File: src/rtl/pe_param.sv
// Parametrised systolic-array processing element: signed fixed-point saturating MAC
// with weight-stationary (double-buffered weights) and output-stationary dataflow modes.
module pe_param #(
  parameter int DATA_WIDTH = 16,
  parameter int FRAC_BITS  = 8
) (
  input  logic                  clk,
  input  logic                  rst,
  input  logic                  pe_mode_in,
  input  logic [DATA_WIDTH-1:0] pe_psum_in,
  input  logic                  pe_psum_valid_in,
  input  logic [DATA_WIDTH-1:0] pe_weight_in,
  input  logic                  pe_accept_w_in,
  input  logic [DATA_WIDTH-1:0] pe_input_in,
  input  logic                  pe_valid_in,
  input  logic                  pe_switch_in,
  output logic [DATA_WIDTH-1:0] pe_psum_out,
  output logic                  pe_psum_valid_out,
  output logic [DATA_WIDTH-1:0] pe_weight_out,
  output logic                  pe_accept_w_out,
  output logic [DATA_WIDTH-1:0] pe_input_out,
  output logic                  pe_valid_out,
  output logic                  pe_switch_out,
  output logic                  pe_sat_out
);

  localparam int W  = DATA_WIDTH;
  localparam int F  = FRAC_BITS;
  localparam int PW = 2 * DATA_WIDTH;

  // Round-half-up on the full product, then clamp to W bits; MSB of result flags a clamp.
  function automatic logic [W:0] round_sat(input logic signed [PW-1:0] p);
    logic signed [PW-1:0] half;
    logic signed [PW-1:0] r;
    logic signed [PW-1:0] maxv;
    logic signed [PW-1:0] minv;
    half       = '0;
    half[F-1]  = 1'b1;
    maxv       = '0;
    maxv[W-2:0] = '1;
    minv       = '1;
    minv[W-2:0] = '0;
    r = p + half;
    r = r >>> F;
    if (r > maxv)
      return {1'b1, maxv[W-1:0]};
    else if (r < minv)
      return {1'b1, minv[W-1:0]};
    else
      return {1'b0, r[W-1:0]};
  endfunction

  function automatic logic [W:0] add_sat(input logic [W-1:0] a, input logic [W-1:0] b);
    logic [W:0] s;
    s = {a[W-1], a} + {b[W-1], b};
    if (s[W] != s[W-1])
      return {1'b1, s[W], {(W-1){~s[W]}}};
    else
      return {1'b0, s[W-1:0]};
  endfunction

  logic [W-1:0] active_reg, active_next;
  logic [W-1:0] inactive_reg, inactive_next;
  logic [W-1:0] acc_reg, acc_next;
  logic         mode_reg;
  logic         sat_reg, sat_next;
  logic [W-1:0] psum_reg, psum_next;
  logic         psum_valid_reg, psum_valid_next;
  logic [W-1:0] weight_fwd_reg;
  logic         accept_fwd_reg;
  logic [W-1:0] input_fwd_reg;
  logic         valid_fwd_reg;
  logic         switch_fwd_reg;

  logic          mode_change;
  logic [W-1:0]  operand;
  logic [W-1:0]  acc_src;
  logic [PW-1:0] prod_full;
  logic [W-1:0]  prod_r;
  logic          prod_ovf;
  logic [W-1:0]  ws_sum;
  logic          ws_ovf;
  logic [W-1:0]  os_sum;
  logic          os_ovf;

  assign mode_change = (pe_mode_in != mode_reg);
  assign operand     = pe_mode_in ? pe_weight_in : active_reg;
  // A mode-change cycle sees an empty accumulator, so nothing from before the toggle leaks out.
  assign acc_src     = mode_change ? '0 : acc_reg;
  assign prod_full   = $signed({{W{pe_input_in[W-1]}}, pe_input_in}) *
                       $signed({{W{operand[W-1]}}, operand});
  assign {prod_ovf, prod_r} = round_sat(prod_full);
  assign {ws_ovf, ws_sum}   = add_sat(prod_r, pe_psum_in);
  assign {os_ovf, os_sum}   = add_sat(acc_src, prod_r);

  always_comb begin
    psum_next       = '0;
    psum_valid_next = 1'b0;
    acc_next        = acc_src;
    sat_next        = sat_reg;
    active_next     = active_reg;
    inactive_next   = inactive_reg;
    if (!pe_mode_in) begin
      if (pe_accept_w_in)
        inactive_next = pe_weight_in;
      if (pe_switch_in)
        active_next = inactive_reg;
      if (pe_valid_in) begin
        psum_next       = ws_sum;
        psum_valid_next = 1'b1;
        sat_next        = sat_reg | prod_ovf | ws_ovf;
      end
    end else begin
      if (pe_switch_in) begin
        psum_next       = pe_valid_in ? os_sum : acc_src;
        psum_valid_next = 1'b1;
        acc_next        = '0;
        if (pe_valid_in)
          sat_next = sat_reg | prod_ovf | os_ovf;
      end else if (pe_valid_in) begin
        if (!mode_change) begin
          acc_next = os_sum;
          sat_next = sat_reg | prod_ovf | os_ovf;
        end
      end else begin
        psum_next       = pe_psum_in;
        psum_valid_next = pe_psum_valid_in;
      end
    end
  end

  always_ff @(posedge clk) begin
    if (rst) begin
      active_reg     <= '0;
      inactive_reg   <= '0;
      acc_reg        <= '0;
      mode_reg       <= 1'b0;
      sat_reg        <= 1'b0;
      psum_reg       <= '0;
      psum_valid_reg <= 1'b0;
      weight_fwd_reg <= '0;
      accept_fwd_reg <= 1'b0;
      input_fwd_reg  <= '0;
      valid_fwd_reg  <= 1'b0;
      switch_fwd_reg <= 1'b0;
    end else begin
      active_reg     <= active_next;
      inactive_reg   <= inactive_next;
      acc_reg        <= acc_next;
      mode_reg       <= pe_mode_in;
      sat_reg        <= sat_next;
      psum_reg       <= psum_next;
      psum_valid_reg <= psum_valid_next;
      weight_fwd_reg <= pe_accept_w_in ? pe_weight_in : '0;
      accept_fwd_reg <= pe_accept_w_in;
      if (pe_valid_in)
        input_fwd_reg <= pe_input_in;
      valid_fwd_reg  <= pe_valid_in;
      switch_fwd_reg <= pe_switch_in;
    end
  end

  assign pe_psum_out       = psum_reg;
  assign pe_psum_valid_out = psum_valid_reg;
  assign pe_weight_out     = weight_fwd_reg;
  assign pe_accept_w_out   = accept_fwd_reg;
  assign pe_input_out      = input_fwd_reg;
  assign pe_valid_out      = valid_fwd_reg;
  assign pe_switch_out     = switch_fwd_reg;
  assign pe_sat_out        = sat_reg;

endmodule
File: config.mk
export PLATFORM = sky130hd
export DESIGN_NAME = pe_param
export DESIGN_NICKNAME = d
export VERILOG_FILES = /design/src/rtl/pe_param.sv
export SDC_FILE = /design/constraint.sdc
export NUM_CORES = 1
export LEC_CHECK = 0
export ABC_AREA = 1
export BUFFER_PORTS_ARGS = -buffer_cell sky130_fd_sc_hd__buf_4
export CORE_UTILIZATION = 52
export CTS_BUF_LIST = sky130_fd_sc_hd__clkbuf_8
export CTS_CLUSTER_DIAMETER = 30
export DETAILED_ROUTE_END_ITERATION = 16
export GPL_ROUTABILITY_DRIVEN = 0
export PLACE_DENSITY_LB_ADDON = 0.15
export SYNTH_ARGS = -nofsm -noshare
export SYNTH_HDL_FRONTEND = slang
export SYNTH_SLANG_ARGS = --single-unit
File: constraint.sdc
create_clock -name clk -period 27.3 [get_ports clk]
set_input_delay 5.46 -clock clk [delete_from_list [all_inputs] [get_ports clk]]
set_output_delay 5.46 -clock clk [all_outputs]
set_load 0.05 [all_outputs]
Word level (Yosys, flattened, before mapping)
Index checks and enable logic that the tools add are counted.

word-level totals
  output and inout bits = 53
  register bits = 102
  input port bits = 55

cells by class
  muxes and demuxes = 25
  $mul = 1
  $add $sub $neg = 3
  bitwise gates (word level) = 7
  equal/unequal tests = 4
  reduce and logical (&&, ||, !) cells = 4
  magnitude comparators = 2

operator list
  cell                                                                                number
  16-bit two-way mux                                                                  11
  17-bit two-way mux                                                                  4
  16-bit by 16-bit adder with 17-bit output                                           2
  32-bit by 9-bit adder with 32-bit output (second input constant)                    1
  16-bit by 16-bit multiplier with 32-bit output                                      1
  24-bit by 16-bit greater-than comparator with 1-bit output (second input constant)  1
  24-bit by 16-bit < comparator with 1-bit output (second input constant)             1
  1-bit two-way mux                                                                   10
  2-bit AND reduction                                                                 3
  1-bit inverter                                                                      4
  1-bit != test                                                                       3
  3-bit != test (second input constant)                                               1
  1-bit bitwise OR                                                                    3
  2-bit OR reduction                                                                  1

Longest topological paths before layout
  depth after elaboration = 14
  depth in mapped cells = 55

Worst setup path before layout
No wires, ideal clock.

  path type = input port to flip-flop
  from = input port pe_mode_in
  to = register psum_reg[14], in the netlist pe_psum_out[14]
  setup slack = 13.848 ns
  stages = 49
  arrival = 13.340 ns
  path buffers = 4
  path through = buf_6 -> buf_2 -> nand2_1 -> o21ai_1 -> nor2_1 -> inv_1 -> fa_1 -> inv_1 -> fa_1 -> inv_1 -> fa_1 -> fa_1 -> inv_1 -> fa_1 -> inv_1 -> fa_1 -> inv_1 -> ha_1 -> [13 not listed] -> ha_1 -> inv_1 -> fa_1 -> o21ai_2 -> nand2_1 -> nand2_1 -> nand3_1 -> nand3_1 -> nand2_4 -> nand2_2 -> inv_2 -> nor2_4 -> buf_6 -> nand2_1 -> o21ai_0 -> o21ai_1 -> nand2_1 -> nand2_1

between the ends
  cells in the longest elaborated chain, start to end = 12
  elaborated cells on any way between the ends = 21
  those cells by class = add/sub: 3; mul: 1; order compare: 2; eq/ne: 3; mux: 10; bitwise: 2

RTL lines
  item                                                    line    RTL
  start, declared                                         9       input logic pe_mode_in,
  16-bit two-way mux                                      87      assign operand = pe_mode_in ? pe_weight_in : active_reg;
  16-bit by 16-bit multiplier with 32-bit output          90      assign prod_full = $signed({{W{pe_input_in[W-1]}}, pe_input_in}) *
  32-bit by 9-bit adder with 32-bit output                43      r = p + half;
  24-bit by 16-bit < comparator with 1-bit output         47      else if (r < minv)
  17-bit two-way mux                                      47
  17-bit two-way mux                                      45      if (r > maxv)
  16-bit by 16-bit adder with 17-bit output               55      s = {a[W-1], a} + {b[W-1], b};
  1-bit != test / 1-bit inverter (equally long branches)  56, 57
  17-bit two-way mux                                      56      if (s[W] != s[W-1])
  16-bit two-way mux                                      115     psum_next = pe_valid_in ? os_sum : acc_src;
  16-bit two-way mux                                      114     if (pe_switch_in) begin
  16-bit two-way mux (*)                                  103     if (!pe_mode_in) begin
  end signal, assigned                                    152     psum_reg <= psum_next;
  end, declared                                           67      logic [W-1:0] psum_reg, psum_next;

Every way passes the cells marked *; elsewhere a longest branch is shown, timed or not.
A chain may end at the register's enable or synchronous reset.

Final worst setup path
  from = input port pe_mode_in
  to = register psum_reg[8], in the netlist pe_psum_out[8]

The elaborated chain is that of the path after synthesis.

==> results.json <==
{
  "outcome": "completed",
  "max_slew_margin_pct": 16.7,
  "placed_cell_area_um2": 17100,
  "proportion_of_netlist_area_held_by_the_largest_area_contributor_pct": 33.0,
  "timing.critical_path.slowest_cell_delay_ns": 0.81,
  "final.fill_count": 2885,
  "yosysUniqueCellTypes": 44,
  "finish.cell_count_without_fillers": 2604,
  "top_level_ports": 108,
  "placed_cells_incl_taps": 2588,
  "post_cts_buffers": 0,
  "die_area_um2": 31500,
  "setup_viol": 0,
  "skew_ns": 0.0129,
  "met2WireLength_um": 20200,
  "synth_area_um2": 16000,
  "layout_common_cells": "sky130_fd_sc_hd__inv_1 (453), sky130_fd_sc_hd__nand2_1 (443), sky130_fd_sc_hd__fa_1 (264), sky130_fd_sc_hd__nor2_1 (255), sky130_fd_sc_hd__buf_4 (120)",
  "rsz_0062_raised_after_global_routing": "no",
  "multi_input_area_um2": 11900,
  "fmax_mhz": 67.0,
  "drt-met1-wl_um": 18600,
  "cp.arrival_ns": 15.21,
  "cts_htree_levels": 3,
  "ff2ff_setup_slack_ns": 17.41,
  "grt.total_usage_pct": 29.5,
  "initial_antenna_violation_count": 0,
  "syn-instance-count": 2143,
  "route.antenna.remaining_nets": 0,
  "initial_utilization_pct": 53.5,
  "crit_path_max_fanout": 35,
  "worst_setup_path_end_kind": "flop",
  "worst_hold_slack_ns": 0.494,
  "drt_wl_total_um": 44000,
  "drt-pass1-iter-count": 7,
  "synth_xor_xnor_area_share_pct": 2.89,
  "grt_first_pass_wirelength_um": 71800,
  "die-height_um": 177,
  "synth_flop_cell": "sky130_fd_sc_hd__dfxtp_1",
  "synth.yosys.seq_area_share_pct": 12.8,
  "synth_edf_count": 0,
  "path_buf_inv": 8,
  "overflow": 0,
  "dr_wl_met3_um": 3480,
  "synth_area_leader_cell": "sky130_fd_sc_hd__fa_1",
  "placement_rows": 63,
  "final.setup.tns_ns": 0,
  "finalMaxSlewViolations": 0,
  "cts_resized": 0,
  "yosys_warn_count": 0,
  "areaGrowthSynthToFinish_pct": 8.18,
  "cts_tree": "yes",
  "io_buffers": 107,
  "clkSlewWorstSetupHoldPaths_ns": 0.10,
  "critPathRequiredTime_ns": 27.58,
  "final_number_of_hold_violating_endpoints": 0,
  "layout.cells.most_common": "sky130_fd_sc_hd__inv_1",
  "clk_root_buffer_cell": "sky130_fd_sc_hd__clkbuf_8",
  "dr_iter_0_viols": 1274,
  "clockBufferDepth": 2,
  "maxUsedRoutingLayer": "met4",
  "clk_sink_count": 102,
  "cts_inserted_buffers": 9,
  "nets": 2637,
  "synth.avg_cell_area_um2": 7.47,
  "synth_compound_gate_area_share_pct": 9.93,
  "crit_path_frequent_cell": "sky130_fd_sc_hd__nand2_1",
  "cp-start-kind": "primary input",
  "grt_pass1_vias": 14129,
  "final.min_clock_period_ns": 14.92,
  "min_path_type": "flop to flop",
  "vias": 14037,
  "max_cap_viols": 0,
  "insertion_delay_ns": 0.39,
  "drc_errors": 0,
  "holdBufCountCts": 0,
  "kind_of_critical_path": "primary input to flop",
  "drive_above_1_share_pct": 8.36,
  "floorplan.die.width_um": 177,
  "dp_hpwl_um": 36700,
  "final_critical_path_share_of_the_clock_period_pct": 54.7,
  "grt_start_max_net_pins": 57,
  "core_region_area_um2": 30000,
  "synth_fa_ha_area_share_pct": 41.5,
  "synth.net_count": 2571,
  "synth_simple_gate_area_share_pct": 20.2,
  "dominant_combinational_cell_family_by_area_after_synthesis": "adder cells",
  "vias_per_cell": 5.39,
  "post_drt_wl_per_cell_um": 16.9,
  "asyncSetResetFlopFracSynth_pct": 0,
  "critical-path-slowest-cell": "sky130_fd_sc_hd__o21ai_0",
  "synth_top_cells_by_area": "sky130_fd_sc_hd__fa_1 (33%), sky130_fd_sc_hd__dfxtp_1 (13%), sky130_fd_sc_hd__inv_1 (11%)",
  "timing.critical_path.max_delay_family": "adder cells",
  "synth_seq_cells": 102,
  "area.sequential_um2": 2040,
  "worst-slew-pin-transition_ns": 1.24,
  "finished_cell_area_um2": 17300,
  "muxShareOfSynthArea_pct": 0,
  "diodes": 0
}
==> routing by layer <==
| metal | GRT usage (%) | up-vias |
|---|---|---|
| met5 | 0 | - |
| met4 | 11.9 | 0 |
| met3 | 3.98 | 97 |
| met2 | 48.0 | 646 |
| met1 | 39.5 | 6730 |
| li1 | - | 6564 |
==> tightest hold or removal path, stage by stage (launching register included) <==
cell                      delay, ns
sky130_fd_sc_hd__dfxtp_1       0.31
sky130_fd_sc_hd__inv_1         0.08
sky130_fd_sc_hd__a21oi_1       0.06
==> stage by stage <==
| step | util (%) | worst slack (ns) |
|---|---|---|
| finish | 57.8 | 12.38 |
| global route | 57.8 | 11.72 |
| CTS | 57.8 | 12.43 |
| detailed placement | 57.2 | 12.05 |
| global placement | 57.2 | 12.30 |
| floorplan | - | 13.85 |
==> layout make-up <==
class | count | area share (%)
Inverter | 467 | 10.1
Tap cell | 390 | 2.82
Clock buffer | 10 | 0.795
Clock inverter | 6 | 0.368
Sequential cell | 102 | 11.8
Multi-Input combinational cell | 1509 | 68.9
Timing Repair Buffer | 120 | 5.20
==> cells by family (layout without fill, tap and decap cells) <==
logic type	Yosys count	count (layout)
DFF	102	102
AOI/OAI and AO/OA	291	291
buffers and inverters	532	603
adders and majority gates	373	373
xor gates and xnor gates	52	52
and+or+nand+nor	793	793
==> Yosys cell counts (2+ instances only) <==
master and instances:
sky130_fd_sc_hd__o21a_1 4, sky130_fd_sc_hd__o21ai_0 120, sky130_fd_sc_hd__dfxtp_1 102, sky130_fd_sc_hd__o21bai_1 2, sky130_fd_sc_hd__o31ai_1 5, sky130_fd_sc_hd__inv_1 453
sky130_fd_sc_hd__clkinv_1 9, sky130_fd_sc_hd__inv_2 4, sky130_fd_sc_hd__ha_1 109, sky130_fd_sc_hd__buf_2 5, sky130_fd_sc_hd__xor2_1 33, sky130_fd_sc_hd__a21o_1 3
sky130_fd_sc_hd__clkbuf_1 55, sky130_fd_sc_hd__nand3_2 3, sky130_fd_sc_hd__fa_1 264, sky130_fd_sc_hd__o211ai_1 8, sky130_fd_sc_hd__nor2_8 2, sky130_fd_sc_hd__nor4_1 2
sky130_fd_sc_hd__a21boi_0 3, sky130_fd_sc_hd__a21oi_1 112, sky130_fd_sc_hd__o21ai_2 7, sky130_fd_sc_hd__a21oi_2 3, sky130_fd_sc_hd__nand3_1 44, sky130_fd_sc_hd__a31oi_1 7
sky130_fd_sc_hd__nand2_1 443, sky130_fd_sc_hd__nand2_4 6, sky130_fd_sc_hd__nor2_1 255, sky130_fd_sc_hd__xnor2_1 18, sky130_fd_sc_hd__buf_6 4, sky130_fd_sc_hd__nor3_1 10
sky130_fd_sc_hd__o21ai_1 14, sky130_fd_sc_hd__nand2_2 16, sky130_fd_sc_hd__nand4_1 5, sky130_fd_sc_hd__nor2_4 2, sky130_fd_sc_hd__and3_1 2
==> path summary, 6_finish.rpt <==
kind | from | endpoint | cells after the start
max | pe_mode_in | pe_psum_out[8]$_SDFF_PP0_ | 43
min | active_reg[1]$_SDFFE_PP0P_ | active_reg[1]$_SDFFE_PP0P_ | 2
max reg2reg | active_reg[3]$_SDFFE_PP0P_ | pe_psum_out[8]$_SDFF_PP0_ | 42
min reg2reg | active_reg[1]$_SDFFE_PP0P_ | active_reg[1]$_SDFFE_PP0P_ | 2
Power is not shown: default switching activity piles up to over one toggle a cycle in this logic, so the estimate is an artifact.
